==> src/rtl/sfp_pkg.sv <==
// Shared types and helpers for the accumulate/ReLU/saturate output stage.
package sfp_pkg;

  // Job control states.
  typedef enum logic [1:0] {
    ST_IDLE  = 2'd0,
    ST_ACC   = 2'd1,
    ST_DRAIN = 2'd2
  } state_e;

  // Default accumulator growth above the psum width.
  localparam int ACC_HEADROOM = 4;

  // Clamp a signed value into the signed range of a psum_bw-bit word.
  function automatic logic signed [63:0] sat_to_psum(input logic signed [63:0] value,
                                                     input int psum_bw);
    logic signed [63:0] max_v;
    logic signed [63:0] min_v;
    max_v = (64'sd1 <<< (psum_bw - 1)) - 64'sd1;
    min_v = -(64'sd1 <<< (psum_bw - 1));
    if (value > max_v) return max_v;
    if (value < min_v) return min_v;
    return value;
  endfunction

endpackage

==> src/rtl/sfp_lane.sv <==
// One channel of the bank datapath: extend/accumulate on the way in,
// ReLU and saturation on the way out.
module sfp_lane
  import sfp_pkg::*;
#(
  parameter int psum_bw = 16,
  parameter int acc_bw  = psum_bw + ACC_HEADROOM
) (
  input  logic signed [psum_bw-1:0] in_psum,
  input  logic signed [acc_bw-1:0]  acc_cur,
  input  logic                      first_pass,
  input  logic                      relu,
  output logic signed [acc_bw-1:0]  acc_next,
  output logic        [psum_bw-1:0] out_psum
);

  logic signed [acc_bw-1:0] ext;
  logic signed [acc_bw-1:0] relu_val;

  // Accumulate path and drain path share the same bank entry.
  always_comb begin
    ext      = acc_bw'(in_psum);
    acc_next = first_pass ? ext : acc_cur + ext;
    relu_val = (relu && acc_cur[acc_bw-1]) ? '0 : acc_cur;
    out_psum = psum_bw'(sat_to_psum(64'(relu_val), psum_bw));
  end

endmodule

==> src/rtl/sfp_acc_bank.sv <==
// Multi-channel accumulation bank: accumulates kij passes of len pixels,
// then drains ReLU'd, saturated results under valid/ready.
module sfp_acc_bank
  import sfp_pkg::*;
#(
  parameter int col     = 8,
  parameter int psum_bw = 16,
  parameter int acc_bw  = psum_bw + ACC_HEADROOM,
  parameter int depth   = 16,
  parameter int kij_max = 9
) (
  input  logic                          clk,
  input  logic                          reset,
  input  logic                          cfg_start,
  input  logic [$clog2(depth+1)-1:0]    cfg_len,
  input  logic [$clog2(kij_max+1)-1:0]  cfg_kij,
  input  logic                          cfg_relu,
  input  logic                          in_valid,
  output logic                          in_ready,
  input  logic [col*psum_bw-1:0]        in_data,
  output logic                          out_valid,
  input  logic                          out_ready,
  output logic [col*psum_bw-1:0]        out_data,
  output logic                          busy,
  output logic                          done
);

  localparam int LEN_W  = $clog2(depth + 1);
  localparam int KIJ_W  = $clog2(kij_max + 1);
  localparam int ADDR_W = (depth > 1) ? $clog2(depth) : 1;

  state_e             state_q, state_d;
  logic [ADDR_W-1:0]  addr_q, addr_d;
  logic [KIJ_W-1:0]   pass_q, pass_d;
  logic [LEN_W-1:0]   len_q, len_d;
  logic [KIJ_W-1:0]   kij_q, kij_d;
  logic               relu_q, relu_d;
  logic               done_q, done_d;

  logic signed [acc_bw-1:0]  bank_q [depth][col];
  logic signed [acc_bw-1:0]  acc_next [col];
  logic        [psum_bw-1:0] lane_out [col];

  logic last_addr, last_pass, acc_fire;

  assign last_addr = (LEN_W'(addr_q) == len_q - LEN_W'(1));
  assign last_pass = (pass_q == kij_q - KIJ_W'(1));
  assign acc_fire  = (state_q == ST_ACC) && in_valid;

  assign busy      = (state_q != ST_IDLE);
  assign in_ready  = (state_q == ST_ACC);
  assign out_valid = (state_q == ST_DRAIN);
  assign done      = done_q;

  // Next-state and counter logic for the IDLE/ACC/DRAIN sequence.
  always_comb begin
    // NOTE: every signal gets a default first so no path can infer a latch.
    state_d = state_q;
    addr_d  = addr_q;
    pass_d  = pass_q;
    len_d   = len_q;
    kij_d   = kij_q;
    relu_d  = relu_q;
    done_d  = 1'b0;
    unique case (state_q)
      ST_IDLE: begin
        if (cfg_start) begin
          len_d   = (cfg_len == '0) ? LEN_W'(1) :
                    ((cfg_len > LEN_W'(depth)) ? LEN_W'(depth) : cfg_len);
          kij_d   = (cfg_kij == '0) ? KIJ_W'(1) :
                    ((cfg_kij > KIJ_W'(kij_max)) ? KIJ_W'(kij_max) : cfg_kij);
          relu_d  = cfg_relu;
          addr_d  = '0;
          pass_d  = '0;
          state_d = ST_ACC;
        end
      end
      ST_ACC: begin
        if (in_valid) begin
          if (last_addr) begin
            addr_d = '0;
            pass_d = pass_q + 1'b1;
            if (last_pass) state_d = ST_DRAIN;
          end else begin
            addr_d = addr_q + 1'b1;
          end
        end
      end
      ST_DRAIN: begin
        if (out_ready) begin
          if (last_addr) begin
            addr_d  = '0;
            state_d = ST_IDLE;
            done_d  = 1'b1;
          end else begin
            addr_d = addr_q + 1'b1;
          end
        end
      end
      default: state_d = ST_IDLE;
    endcase
  end

  // Control registers with synchronous active-low reset.
  always_ff @(posedge clk) begin
    // NOTE: non-blocking assignments so every flop samples pre-edge values.
    if (!reset) begin
      state_q <= ST_IDLE;
      addr_q  <= '0;
      pass_q  <= '0;
      len_q   <= '0;
      kij_q   <= '0;
      relu_q  <= 1'b0;
      done_q  <= 1'b0;
    end else begin
      state_q <= state_d;
      addr_q  <= addr_d;
      pass_q  <= pass_d;
      len_q   <= len_d;
      kij_q   <= kij_d;
      relu_q  <= relu_d;
      done_q  <= done_d;
    end
  end

  // Bank write on every accepted input vector.
  always_ff @(posedge clk) begin
    // NOTE: the bank has no reset; pass 0 overwrites every entry before it is read.
    if (reset && acc_fire) begin
      for (int i = 0; i < col; i++) bank_q[addr_q][i] <= acc_next[i];
    end
  end

  for (genvar i = 0; i < col; i++) begin : g_lane
    sfp_lane #(
      .psum_bw (psum_bw),
      .acc_bw  (acc_bw)
    ) u_lane (
      .in_psum    (in_data[i*psum_bw +: psum_bw]),
      .acc_cur    (bank_q[addr_q][i]),
      .first_pass (pass_q == '0),
      .relu       (relu_q),
      .acc_next   (acc_next[i]),
      .out_psum   (lane_out[i])
    );
    assign out_data[i*psum_bw +: psum_bw] = out_valid ? lane_out[i] : '0;
  end

endmodule

==> config.mk <==
export PLATFORM = sky130hd
export DESIGN_NAME = sfp_acc_bank
export DESIGN_NICKNAME = d
export VERILOG_FILES = /design/src/rtl/sfp_pkg.sv /design/src/rtl/sfp_lane.sv /design/src/rtl/sfp_acc_bank.sv
export SDC_FILE = /design/constraint.sdc
export NUM_CORES = 2
export LEC_CHECK = 0
export BUFFER_PORTS_ARGS = -buffer_cell sky130_fd_sc_hd__buf_2
export CORE_ASPECT_RATIO = 0.8
export CORE_MARGIN = 2
export CORE_UTILIZATION = 57
export CTS_BUF_LIST = sky130_fd_sc_hd__clkbuf_8
export DETAILED_ROUTE_END_ITERATION = 7
export PLACE_DENSITY = 0.74
export SLEW_MARGIN = 30
export SYNTH_ARGS = -nofsm -noshare
export SYNTH_HDL_FRONTEND = slang
export SYNTH_SLANG_ARGS = --single-unit
==> constraint.sdc <==
create_clock -name clk -period 19.2 [get_ports clk]
set_clock_uncertainty 0.2 [all_clocks]
set_input_delay 0.96 -clock clk [delete_from_list [all_inputs] [get_ports clk]]
set_output_delay 0.96 -clock clk [all_outputs]
set_load 0.03 [all_outputs]
==> Flow_metrics.wiki <==
{| class="wikitable"
! Metric !! Value
|-
| All-layer global routing usage || 26.8%
|-
| Antenna violations before repair || 19
|-
| Arrival time at the worst endpoint || 8330 ps
|-
| Number of distinct library cell variants in the gate-level netlist after synthesis || 76
|-
| Top_reg_cell synth || sky130_fd_sc_hd__edfxtp_1
|-
| Remaining global-route overflow || 0
|-
| Power Density || 107 nW/µm²
|-
| Via count || 56159
|-
| Total negative setup slack || 0 ps
|-
| Largest net degree at the start of global routing || 111
|-
| Adder-cell area share of the yosys netlist || 2.07%
|-
| Worst setup slack before clock tree synthesis || 11090 ps
|-
| Count of max-cap constraint violations || 0
|-
| Top-level I/O count || 275
|-
| Net switching power figure || 3.38 mW
|-
| Area growth from synthesis to final layout || 11.8%
|-
| Via count of the first global-routing pass || 56500
|-
| Outcome || completed
|-
| Main combinational cell family by area after synthesis || multiplexers
|-
| Share of total power consumed by net switching || 26.4%
|-
| Post-layout worst setup margin || 11420 ps
|-
| Routed len/inst || 29.2 µm
|-
| XOR/XNOR share of the synthesized area || 1.06%
|-
| Part of the total power dissipated in combinational logic || 18.2%
|-
| Count of H-tree levels built during CTS || 5
|-
| Static Leak || 39.5 nW
|-
| Max Fanout on Critical Path || 107
|-
| Final hold violation count || 0
|-
| Clock-pin slew on the worst setup and hold paths || 60 ps
|-
| Layout cells sized above 1 || 29.4%
|-
| Asr flop ratio synth || 0%
|-
| Detailed Routing Iterations Pass 1 || 5
|-
| Period utilization || 40.5%
|-
| Max-slew headroom at the worst pin || 27.5%
|-
| Vias per inst || 6.43
|-
| Number of nets in the layout || 6224
|-
| Iter 0 DRT Violations || 6449
|-
| Standard-cell rows || 142
|-
| Total count of max-transition violations in the final report || 0
|-
| Port bufs || 274
|-
| Sequential cell fraction of total power || 49.0%
|-
| Part of the total power dissipated in the clock network || 32.8%
|-
| Core footprint || 187000 µm²
|-
| Worst-skew pair later-pin latency || 1080 ps
|-
| Clock root cell || sky130_fd_sc_hd__clkbuf_8
|-
| Post-detail-place hpwl || 137000 µm
|-
| Post-detailed-route count of antenna-violating nets || 0
|-
| Num CTS Buffers || 402
|-
| Wire length of the first global-routing pass || 374000 µm
|-
| Path category of the worst min-delay check || in2reg
|-
| Flip-flop and latch count after synthesis || 2585
|-
| Setup repair after global routing missed its margin || false
|-
| Max rail drop VDD || 0.0722 mV
|-
| Synthesized area || 107000 µm²
|-
| Simple-gate share of the synthesized area || 2.74%
|-
| Die Area || 191000 µm²
|-
| Overall die height || 392 µm
|-
| Most common library cell in the layout ignoring fill and taps || sky130_fd_sc_hd__edfxtp_1
|-
| Int Pwr || 9.44 mW
|-
| Mean instance size in the synthesized netlist || 20.3 µm²
|-
| Critical Path End Type || register
|-
| TritonCTS clock tree || done
|-
| Proportion of synthesized area in mux cells || 16.6%
|-
| Clock tree buffer depth || 4
|-
| Starting utilization of the core area || 57.3%
|-
| Sequential area share after synthesis || 72.3%
|-
| Critical path launch point type || register
|-
| Floorplan die width || 489 µm
|-
| Final setup violating endpoints || 0
|-
| Post_cts resized || 0
|-
| Worst Path Required || 19760 ps
|-
| Total power || 12.8 mW
|-
| DR DRC count || 0
|-
| Type of the worst setup path || reg2reg
|-
| Routability Congestion || 0.871
|-
| Commonest cells after routing, fill and taps aside || sky130_fd_sc_hd__edfxtp_1, sky130_fd_sc_hd__mux4_2, sky130_fd_sc_hd__clkbuf_8, sky130_fd_sc_hd__buf_2, sky130_fd_sc_hd__inv_1
|-
| Number of cells produced by synthesis || 5282
|-
| Count of flip-flops with a built-in enable after synthesis || 2560
|-
| Warning count from the yosys run || 0
|-
| Area fraction in compound gates after synthesis || 3.83%
|-
| Startpoint of the lowest-slack hold path || cfg_len[0]
|-
| Time the worst path needs with I/O delays and setup || 7780 ps
|-
| Clock sink count || 2585
|-
| Mapped Nets || 5597
|-
| Worst-margin pin slew || 1090 ps
|-
| Post-Route WL || 255000 µm
|-
| Max Clk Rate || 0.129 GHz
|}
==> per-layer routing <==
metal	track usage (%)	up-vias	routed length, µm	share of wire (%)
met5	0	-	45	0.018
met3	4.27	439	22500	8.8
met4	7.58	6	5930	2.3
met2	41.3	2770	121000	48
met1	40.5	29643	106000	41
li1	-	23301	-	-
==> flip-flops by register name, summed over array words and instances, names as in the netlist, named ones only <==
name,cells
len_q,5
state_q,2
addr_q,4
done,1
relu_q,1
kij_q,4
pass_q,4
bank_q,2560
==> cells in the mapped netlist (27+ instances only) <==
master	count	share of area [%]
sky130_fd_sc_hd__mux2i_1	34	0.32
sky130_fd_sc_hd__xnor2_1	58	0.47
sky130_fd_sc_hd__nor2b_1	52	0.30
sky130_fd_sc_hd__buf_2	81	0.38
sky130_fd_sc_hd__nor2_1	181	0.63
sky130_fd_sc_hd__a21oi_1	187	0.87
sky130_fd_sc_hd__inv_1	68	0.24
sky130_fd_sc_hd__nand2_1	180	0.63
sky130_fd_sc_hd__xor2_1	72	0.59
sky130_fd_sc_hd__a211oi_1	39	0.27
sky130_fd_sc_hd__ha_1	164	1.9
sky130_fd_sc_hd__a21o_1	150	1.1
sky130_fd_sc_hd__o21ai_0	139	0.65
sky130_fd_sc_hd__edfxtp_1	2560	72
sky130_fd_sc_hd__clkbuf_1	105	0.37
sky130_fd_sc_hd__nand3_1	36	0.17
sky130_fd_sc_hd__buf_1	27	0.095
sky130_fd_sc_hd__nor3_1	35	0.16
sky130_fd_sc_hd__mux4_2	759	16
==> worst paths after layout <==
kind	to	slack, ps	cells after the start
setup / recovery	bank_q[11][79]	11420	15
hold / removal	len_q[0]	110	3
setup reg to reg	bank_q[11][79]	11420	15
hold reg to reg	kij_q[3]	300	2
==> what timing repair did <==
| item | 4_1_cts | 5_1_grt |
|---|---|---|
| hold endpoints to repair | 4 | 0 |
| hold buffers | 4 | 0 |
| setup buffers | 0 | 0 |
==> power groups by stage <==
stage,logic [mW],clock network [mW],registers [mW]
6_report,2.33,4.21,6.28
3_3_place_gp,2.24,0,6.41
4_1_cts,2.32,4.28,6.28
5_1_grt,2.52,4.52,6.28
2_1_floorplan,1.79,0,6.40
3_5_place_dp,2.30,0,6.40
==> worst max-delay path, stage by stage, from the launching register on <==
cell and delay, ps:
sky130_fd_sc_hd__dfxtp_4 870, sky130_fd_sc_hd__buf_4 760, sky130_fd_sc_hd__buf_12 540, sky130_fd_sc_hd__buf_4 680, sky130_fd_sc_hd__mux4_2 410, sky130_fd_sc_hd__mux4_2 510
sky130_fd_sc_hd__ha_1 350, sky130_fd_sc_hd__o21ai_0 340, sky130_fd_sc_hd__o21ai_0 240, sky130_fd_sc_hd__a31oi_1 490, sky130_fd_sc_hd__o211ai_1 190, sky130_fd_sc_hd__and4b_1 250
sky130_fd_sc_hd__a2111o_1 440, sky130_fd_sc_hd__o31a_1 300, sky130_fd_sc_hd__mux2i_1 160, sky130_fd_sc_hd__xnor2_2 510
==> through the flow <==
| step | std cells | area (µm²) | utilization [%] | hold WS, ps |
|---|---|---|---|---|
| 2_1_floorplan | 5282 | 107000 | - | 257 |
| 3_3_place_gp | 8014 | 112000 | 59.9 | 273 |
| 3_5_place_dp | 8017 | 112000 | 60.0 | 281 |
| 4_1_cts | 8719 | 119000 | 63.8 | 8.71 |
| 5_1_grt | 8731 | 120000 | 64.0 | 31.4 |
| 6_report | 8733 | 120000 | 64.0 | 106 |
==> cell families after synthesis <==
family                   after synthesis
flip-flops                          2585
multiplexers                         812
AO/OA/AOI/OAI                        652
AND/OR/NAND/NOR                      617
buffers and inverters                314
adder cells (fa/ha/maj)              172
XOR/XNOR                             130
==> area by class of cell <==
cell class              instances  area [µm²]
diodes                         10        25.0
fillers                     12517       67200
well taps                    2520        3150
multi-input cells            2383       28700
clock inverters               289        1510
inverters                      68         255
flip-flops and latches       2585       77400
clock buffers                 409        5630
repair buffers                469        3070
Power figures use the tool's default switching activity.
